`src/rtl/ysyx_22040365_ctrl_if.sv`:
```
// rtl/ysyx_22040365_ctrl_if.sv - instruction memory fetch handshake bundle
interface ysyx_22040365_ctrl_if;
    logic        imem_req;
    logic [63:0] imem_addr;
    logic        imem_rdy;
    logic        imem_rvalid;
    logic [31:0] imem_rdata;

    modport master (
        output imem_req,
        output imem_addr,
        input  imem_rdy,
        input  imem_rvalid,
        input  imem_rdata
    );

    modport slave (
        input  imem_req,
        input  imem_addr,
        output imem_rdy,
        output imem_rvalid,
        output imem_rdata
    );
endinterface

```
`src/rtl/ysyx_22040365_ctrl.sv`:
```
// rtl/ysyx_22040365_ctrl.sv - multi-cycle fetch/execute sequencer owning pc and instruction register
module ysyx_22040365_ctrl #(
    parameter logic [63:0] PC_RESET = 64'h8000_0000,
    parameter logic [7:0]  TIMEOUT  = 8'd255
) (
    input  logic                         clk,
    input  logic                         rst,
    input  logic                         start,
    ysyx_22040365_ctrl_if.master         imem,
    output logic [31:0]                  inst,
    input  logic                         dec_legal,
    output logic                         rf_wen,
    output logic [63:0]                  pc,
    output logic                         busy,
    output logic                         halt,
    output logic [1:0]                   halt_code,
    output logic [63:0]                  retire_cnt
);
    localparam logic [31:0] INST_NOP    = 32'h0000_0013;
    localparam logic [31:0] INST_EBREAK = 32'h0010_0073;
    localparam logic [7:0]  TIMER_LAST  = TIMEOUT - 8'd1;

    typedef enum logic [2:0] {
        S_IDLE,
        S_FETCH,
        S_WAIT,
        S_EXEC,
        S_WB,
        S_HALT
    } state_t;

    state_t      state, state_next;
    logic [7:0]  timer, timer_next;
    logic [63:0] pc_next, retire_next;
    logic [31:0] inst_next;
    logic [1:0]  code_next;

    always_ff @(posedge clk) begin
        if (!rst) begin
            state      <= S_IDLE;
            pc         <= PC_RESET;
            inst       <= INST_NOP;
            timer      <= 8'd0;
            retire_cnt <= 64'd0;
            halt_code  <= 2'd0;
        end else begin
            state      <= state_next;
            pc         <= pc_next;
            inst       <= inst_next;
            timer      <= timer_next;
            retire_cnt <= retire_next;
            halt_code  <= code_next;
        end
    end

    always_comb begin
        state_next  = state;
        timer_next  = timer;
        pc_next     = pc;
        inst_next   = inst;
        retire_next = retire_cnt;
        code_next   = halt_code;
        case (state)
            S_IDLE: begin
                if (start) begin
                    state_next = S_FETCH;
                    timer_next = 8'd0;
                end
            end
            S_FETCH: begin
                if (imem.imem_rdy) begin
                    state_next = S_WAIT;
                    timer_next = timer + 8'd1;
                end else if (timer >= TIMER_LAST) begin
                    state_next = S_HALT;
                    code_next  = 2'd2;
                end else begin
                    timer_next = timer + 8'd1;
                end
            end
            S_WAIT: begin
                // The >= guards against a request accepted on the very last
                // budget cycle leaving the timer past the compare point.
                if (imem.imem_rvalid) begin
                    state_next = S_EXEC;
                    inst_next  = imem.imem_rdata;
                    timer_next = 8'd0;
                end else if (timer >= TIMER_LAST) begin
                    state_next = S_HALT;
                    code_next  = 2'd2;
                end else begin
                    timer_next = timer + 8'd1;
                end
            end
            S_EXEC: begin
                if (inst == INST_EBREAK) begin
                    state_next = S_HALT;
                    code_next  = 2'd0;
                end else if (!dec_legal) begin
                    state_next = S_HALT;
                    code_next  = 2'd1;
                end else begin
                    state_next = S_WB;
                end
            end
            S_WB: begin
                state_next  = S_FETCH;
                timer_next  = 8'd0;
                pc_next     = pc + 64'd4;
                retire_next = retire_cnt + 64'd1;
            end
            S_HALT: begin
                state_next = S_HALT;
            end
            default: begin
                state_next = S_IDLE;
            end
        endcase
    end

    // All handshake and status outputs are pure functions of the registered state.
    assign imem.imem_req  = (state == S_FETCH);
    assign imem.imem_addr = pc;
    assign rf_wen         = (state == S_WB);
    assign busy           = (state != S_IDLE) && (state != S_HALT);
    assign halt           = (state == S_HALT);
endmodule

```
`src/flat_wrapper.sv`:
```
// flat-port wrapper written by rule: the top's interface ports become plain ports
module ysyx_22040365_ctrl_flat 
#(
    parameter logic [63:0] PC_RESET = 64'h8000_0000,
    parameter logic [7:0]  TIMEOUT  = 8'd255
)
  (clk, rst, start, inst, dec_legal, rf_wen, pc, busy, halt, halt_code, retire_cnt, imem_imem_req, imem_imem_addr, imem_imem_rdy, imem_imem_rvalid, imem_imem_rdata);
  ysyx_22040365_ctrl_if imem_i ();
  input  logic clk;
  input  logic rst;
  input  logic start;
  output logic [31:0] inst;
  input  logic dec_legal;
  output logic rf_wen;
  output logic [63:0] pc;
  output logic busy;
  output logic halt;
  output logic [1:0] halt_code;
  output logic [63:0] retire_cnt;
  output wire logic [$bits(imem_i.imem_req)-1:0] imem_imem_req;
  output wire logic [$bits(imem_i.imem_addr)-1:0] imem_imem_addr;
  input wire logic [$bits(imem_i.imem_rdy)-1:0] imem_imem_rdy;
  input wire logic [$bits(imem_i.imem_rvalid)-1:0] imem_imem_rvalid;
  input wire logic [$bits(imem_i.imem_rdata)-1:0] imem_imem_rdata;
  assign imem_imem_req = imem_i.imem_req;
  assign imem_imem_addr = imem_i.imem_addr;
  assign imem_i.imem_rdy = imem_imem_rdy;
  assign imem_i.imem_rvalid = imem_imem_rvalid;
  assign imem_i.imem_rdata = imem_imem_rdata;
  ysyx_22040365_ctrl #(.PC_RESET(PC_RESET), .TIMEOUT(TIMEOUT)) u_core (.clk(clk), .rst(rst), .start(start), .imem(imem_i), .inst(inst), .dec_legal(dec_legal), .rf_wen(rf_wen), .pc(pc), .busy(busy), .halt(halt), .halt_code(halt_code), .retire_cnt(retire_cnt));
endmodule
```
`config.mk`:
```
export PLATFORM = sky130hd
export DESIGN_NAME = ysyx_22040365_ctrl_flat
export DESIGN_NICKNAME = d
export VERILOG_FILES = /design/src/rtl/ysyx_22040365_ctrl_if.sv /design/src/rtl/ysyx_22040365_ctrl.sv /design/src/flat_wrapper.sv
export SDC_FILE = /design/constraint.sdc
export NUM_CORES = 1
export LEC_CHECK = 0
export ABC_CLOCK_PERIOD_IN_PS = 3100
export BUFFER_PORTS_ARGS = -buffer_cell sky130_fd_sc_hd__buf_2
export CORE_ASPECT_RATIO = 0.75
export CORE_MARGIN = 2
export CORE_UTILIZATION = 30
export DETAILED_ROUTE_END_ITERATION = 8
export GPL_ROUTABILITY_DRIVEN = 1
export PLACE_DENSITY_LB_ADDON = 0.05
export SLEW_MARGIN = 15
export SYNTH_ARGS = -nofsm -noshare
export SYNTH_HDL_FRONTEND = slang
export SYNTH_SLANG_ARGS = --single-unit
```
`constraint.sdc`:
```
create_clock -name clk -period 3.1 [get_ports clk]
set_input_delay 0.155 -clock clk [delete_from_list [all_inputs] [get_ports clk]]
set_output_delay 0.155 -clock clk [all_outputs]
set_load 0.01 [all_outputs]
```
* Word-level counts from Yosys, hierarchy flattened
Cells that the tools add are included.
** Storage, ports and cells
- Register bits after elaboration :: 173
- Latch bits :: 0
- RAM bits :: 0
- Bits in read-only memories :: 0
- Input bits :: 38
- Output and inout bits :: 230
- Logic and storage cells :: 47
- Memories :: 0
** Operators by class
- Add/sub/neg operators :: 3
- Multipliers :: 0
- Divide/modulo/power cells :: 0
- $lt $le $gt $ge :: 1
- Equality and inequality tests :: 11
- Shift-type cells :: 0
- Muxes and demuxes :: 18
- Bitwise operators :: 0
- Reduce and logical (&&, ||, !) cells :: 8
** Operator list (count)
- $add A64 B1 Y64 const B :: 1
- $add A64 B3 Y64 const B :: 1
- $eq A32 B21 Y1 const B :: 1
- $mux W8 :: 4
- $pmux W8 S4 :: 1
- $pmux W3 S6 :: 1
- $mux W3 :: 5
- $mux W2 :: 5
- $add A8 B1 Y8 const B :: 1
- $ge A8 B8 Y1 const B :: 1
- $eq A3 B2 Y1 const B :: 2
- $eq A3 B3 Y1 const B :: 2
- $ne A2 B2 Y1 const B :: 3
- $pmux W2 S3 :: 1
- $reduce_bool A3 Y1 :: 2
- $reduce_and A2 Y1 :: 2
- $reduce_and A4 Y1 :: 1
- $reduce_bool A4 Y1 :: 1
- $eq A3 B1 Y1 const B :: 1
- $logic_not A3 Y1 :: 1
- $ne A3 B2 Y1 const B :: 1
- $ne A3 B3 Y1 const B :: 1
- $logic_and A1 B1 Y1 :: 1
- $mux W1 :: 1

* Logic depth before layout (Yosys ltp)
- Word-level depth :: 4
- Gate-level depth with buffers :: 8
- Depth with buffers taken out :: 7

* Worst setup path after synthesis
No wires, ideal clock.
- Path kind :: register to register
- Start :: register u_core.pc[9], in the netlist u_core.imem.imem_addr[9]
- End :: register u_core.pc[39], in the netlist u_core.imem.imem_addr[39]
- Setup time :: 0.070 ns
- Arrival :: 2.260 ns
- Data required time :: 3.030 ns
- Slack :: 0.770 ns
- Cell stages (with the launch flop) :: 6
- Buffers on the path :: 0
- Clock period less this slack :: 2.330 ns
- Cell sequence :: dfxtp_1 nand4_2 or4_4 or4_4 or4_1 a21oi_1
** On the way
- Longest elaborated chain between the ends :: 1
** RTL lines
- from (decl) :: line ysyx_22040365_ctrl.sv:13 : output logic [63:0] pc,
- from (signal assigned) :: line ysyx_22040365_ctrl.sv:48 : pc <= pc_next;
- $add A64 B3 Y64 :: line ysyx_22040365_ctrl.sv:109 : pc_next = pc + 64'd4;
No other way between the ends.
A chain may end at the register's enable or synchronous reset.

* Final worst setup path
- Start :: register u_core.retire_cnt[9]
- End :: register u_core.retire_cnt[63]
** On the way
- Longest elaborated chain between the ends :: 1
** RTL lines
- from (decl) :: line ysyx_22040365_ctrl.sv:17 : output logic [63:0] retire_cnt
- from (signal assigned) :: line ysyx_22040365_ctrl.sv:51 : retire_cnt <= retire_next;
- $add A64 B1 Y64 :: line ysyx_22040365_ctrl.sv:110 : retire_next = retire_cnt + 64'd1;
No other way between the ends.

==> out/metrics.cfg <==
[floorplanning]
io_pins = 268
die_x_microns = 199.5
rows = 53
fp.coreArea_sq_mm = 0.02812
die_y_microns = 150.6
start_util_pct = 30.58
die_area_sq_mm = 0.03005

[clock_tree]
htree_levels = 4
cts_resized = 0
clock_latency_ns = 0.43
cts_root_buf = clkbuf_16
clock_path_buffers = 2
cts.clk_slew.worst_paths_ns = 0.07
clock_sinks = 171
numCtsBuffers = 17
cts_tree = done

[sta]
max_freq_mhz = 372.6
tightestPinTransition_ns = 1.081
worst_slack_ns = 0.4160
drv_slew = 0
rsz0062_at_grt = false
post-route-period-util_pct = 86.58
skew_ns = 0.01222
period_needed_ns = 2.684
setup_violations = 0
maxSlewHeadroom_pct = 27.94
hold_viol_final = 0
tns_ns = 0

[setup_path]
cp.required_ns = 3.45
cp_common_cell = or4_1
worstPathArrival_ns = 3.03
end_kind = register
crit_fanout = 21
r2r_slack_ns = 0.42
start_kind = register
max_stage_delay_ns = 0.66
slowest_stage = or3_1
reg2reg_from = u_core.retire_cnt[9]$_SDFFE_PN0P_
rr_endpoint = u_core.retire_cnt[63]$_SDFFE_PN0P_
crit_chain = nand4_1 -> or4_1 -> or3_1 -> or4_1 -> a21oi_1
crit_type = register to register
reg2reg_depth = 5

[global_routing]
antenna_found_initial = 0
gr-usage-all-layers_pct = 17.82
grt_pass1_wl_mm = 41.92
gr-total-overflow = 0
first_global_vias = 7449
grt_max_degree = 93

[logic_synthesis]
muxShareOfSynthArea_pct = 1.280
synth_flop_cell = dfxtp_1
synthCells = 1052
ys_types = 59
synth-edff-count = 0
netlist_area_sq_mm = 0.008599
synth-seq-cells = 171
yosysWarnings = 0
yosysSeqAreaShare_pct = 39.81
synth_top_family_by_area = simple AND/OR/NAND/NOR gates
synth_xor_area_share_pct = 5.194
synth_area_per_cell_sq_um = 8.174
synth-compound-area-share_pct = 13.47
synthAdderAreaFrac_pct = 0.5820
synth-simple-area-share_pct = 30.41
async_flop_share_pct = 0

[finish]
stdcell_count = 1672
diodes = 0
fin_nets = 1316
layout_common_cells = buf_2 (263), dfxtp_1 (171), nand2_1 (122)
mostFrequentLayoutCell = buf_2
nFillCells = 3023
syn2layout_area_growth_pct = 24.98
final_layout_size_suffix_gt1_share_pct = 26.18

[route]
drtAntennaViolNets = 0
wl_per_cell_microns = 16.17
drc = 0
routed_wl_mm = 27.03
dr.pass1.iters = 7
via_per_inst = 4.923
drt_iter0_markers = 370
vias = 8232

[hold_path]
hold-path-endpoint = u_core.state[0]$_SDFFE_PN0P_
holdPathStages = 4
worst_hold_path_type = input pin to register
hp-start = dec_legal

[placement]
dpl_worst_slack_ns = 0.4331
place_inst = 1608
gp_congestion = 0.7722
port_buffers = 263
dpl.hpwl_mm = 18.93

[job]
maxCapViolations = 0

[status]
outcome = finished, final reports clean

[power_and_ir_drop]
irDropWorstVdd_v = 0.0003493
p_per_area_mw_per_mm2 = 423.5
p_leak_nw = 4.258

[routing by layer]
| metal | up-vias | share of wire [%] | global-route usage, % |
|---|---|---|---|
| met5 | - | 0 | 0 |
| met4 | 0 | 0.86 | 4.074 |
| met3 | 14 | 5.3 | 4.435 |
| met2 | 172 | 41 | 25.28 |
| met1 | 3871 | 53 | 26.71 |
| li1 | 4175 | - | - |
[cells in the mapped netlist (6+ instances only)]
library cell  instances  area share [%]
dfxtp_1             171              40
nand2_1             122             5.3
a21oi_1              98             5.7
nor2_1               71             3.1
buf_4                66             5.8
nand3_1              56             3.3
or4_1                44             3.8
clkbuf_1             40             1.7
o31ai_1              40             3.5
nand4_1              39             2.8
xnor2_1              30             3.1
inv_1                27             1.2
or3_1                25             1.8
nor3_1               24             1.4
o21ai_0              23             1.3
xor2_1               21             2.1
and3_1               18             1.3
nor4_1               14             1.0
nand2b_1             13            0.95
and4_1               12             1.2
mux2i_1              11             1.3
and2_1               10            0.73
buf_2                 6            0.35
o21ai_1               6            0.35
[logic make-up (layout without fill, tap and decap cells)]
| logic type | Yosys count | count (layout) |
|---|---|---|
| xor+xnor | 51 | 51 |
| fa+ha+maj | 4 | 4 |
| mux | 11 | 11 |
| simple gates | 478 | 478 |
| other cells | 1 | 4 |
| buf+inv | 143 | 375 |
| compound gates | 193 | 193 |
| flops | 171 | 171 |
[state kept, by name, summed over array words and instances (netlist names)]
name,flops
u_core.retire_cnt,64
u_core.imem.imem_addr,62
u_core.inst,32
u_core.timer,8
u_core.state,3
u_core.halt_code,2
[where the power goes]
group	total, W	switching (W)	leakage, nW	internal, W
combinational	0.000245	0.000141	2.63	0.000105
clock	0.00208	0.000951	0.252	0.00113
sequential	0.00223	0.0000144	1.38	0.00221
[area by class of cell]
| type | instances | area [sq um] | share of cell area [%] |
|---|---|---|---|
| well taps | 385 | 481.7 | 4.482 |
| inverters | 27 | 103.9 | 0.9662 |
| repair buffers | 316 | 1794 | 16.69 |
| multi-input cells | 741 | 4395 | 40.90 |
| flip-flops and latches | 171 | 3423 | 31.85 |
| clock inverters | 10 | 95.09 | 0.8848 |
| clock buffers | 22 | 454.2 | 4.226 |
[stage by stage]
| step | hold slack, ns | utilization, % | instance area, sq um | power [W] |
|---|---|---|---|---|
| 6_report | 0.1425 | 38.23 | 10750 | 0.004552 |
| 5_1_grt | 0.1290 | 38.23 | 10750 | 0.004753 |
| 4_1_cts | 0.1125 | 38.23 | 10750 | 0.004631 |
| 3_5_place_dp | 0.3856 | 35.13 | 9878 | 0.002494 |
| 3_3_place_gp | 0.3791 | 35.13 | 9878 | 0.002495 |
| 2_1_floorplan | 0.2791 | - | 8611 | 0.002409 |
[worst max-delay path by stage]
stage                                          startpoint                                     end  slack [ns]
finish                  u_core.retire_cnt[9]$_SDFFE_PN0P_      u_core.retire_cnt[63]$_SDFFE_PN0P_        0.42
global route            u_core.retire_cnt[8]$_SDFFE_PN0P_      u_core.retire_cnt[63]$_SDFFE_PN0P_        0.23
CTS                     u_core.retire_cnt[8]$_SDFFE_PN0P_      u_core.retire_cnt[63]$_SDFFE_PN0P_        0.40
detailed placement      u_core.retire_cnt[9]$_SDFFE_PN0P_      u_core.retire_cnt[63]$_SDFFE_PN0P_        0.43
global placement        u_core.retire_cnt[8]$_SDFFE_PN0P_      u_core.retire_cnt[59]$_SDFFE_PN0P_        0.49
floorplan           u_core.imem.imem_addr[9]$_SDFFE_PN0P_  u_core.imem.imem_addr[39]$_SDFFE_PN0P_        0.77
[worst max-delay path, delay by kind of cell, from the launching register on]
kind | cells | cell delay, ns
and+or+nand+nor | 4 | 2.05
DFF | 1 | 0.41
AOI/OAI and AO/OA | 1 | 0.15
[what timing repair did]
| item | CTS | global route |
|---|---|---|
| setup buffers | 0 | 0 |
| hold buffers | 32 | 0 |
| hold endpoints to repair | 32 | 0 |
(Power assumes the default switching activity.)
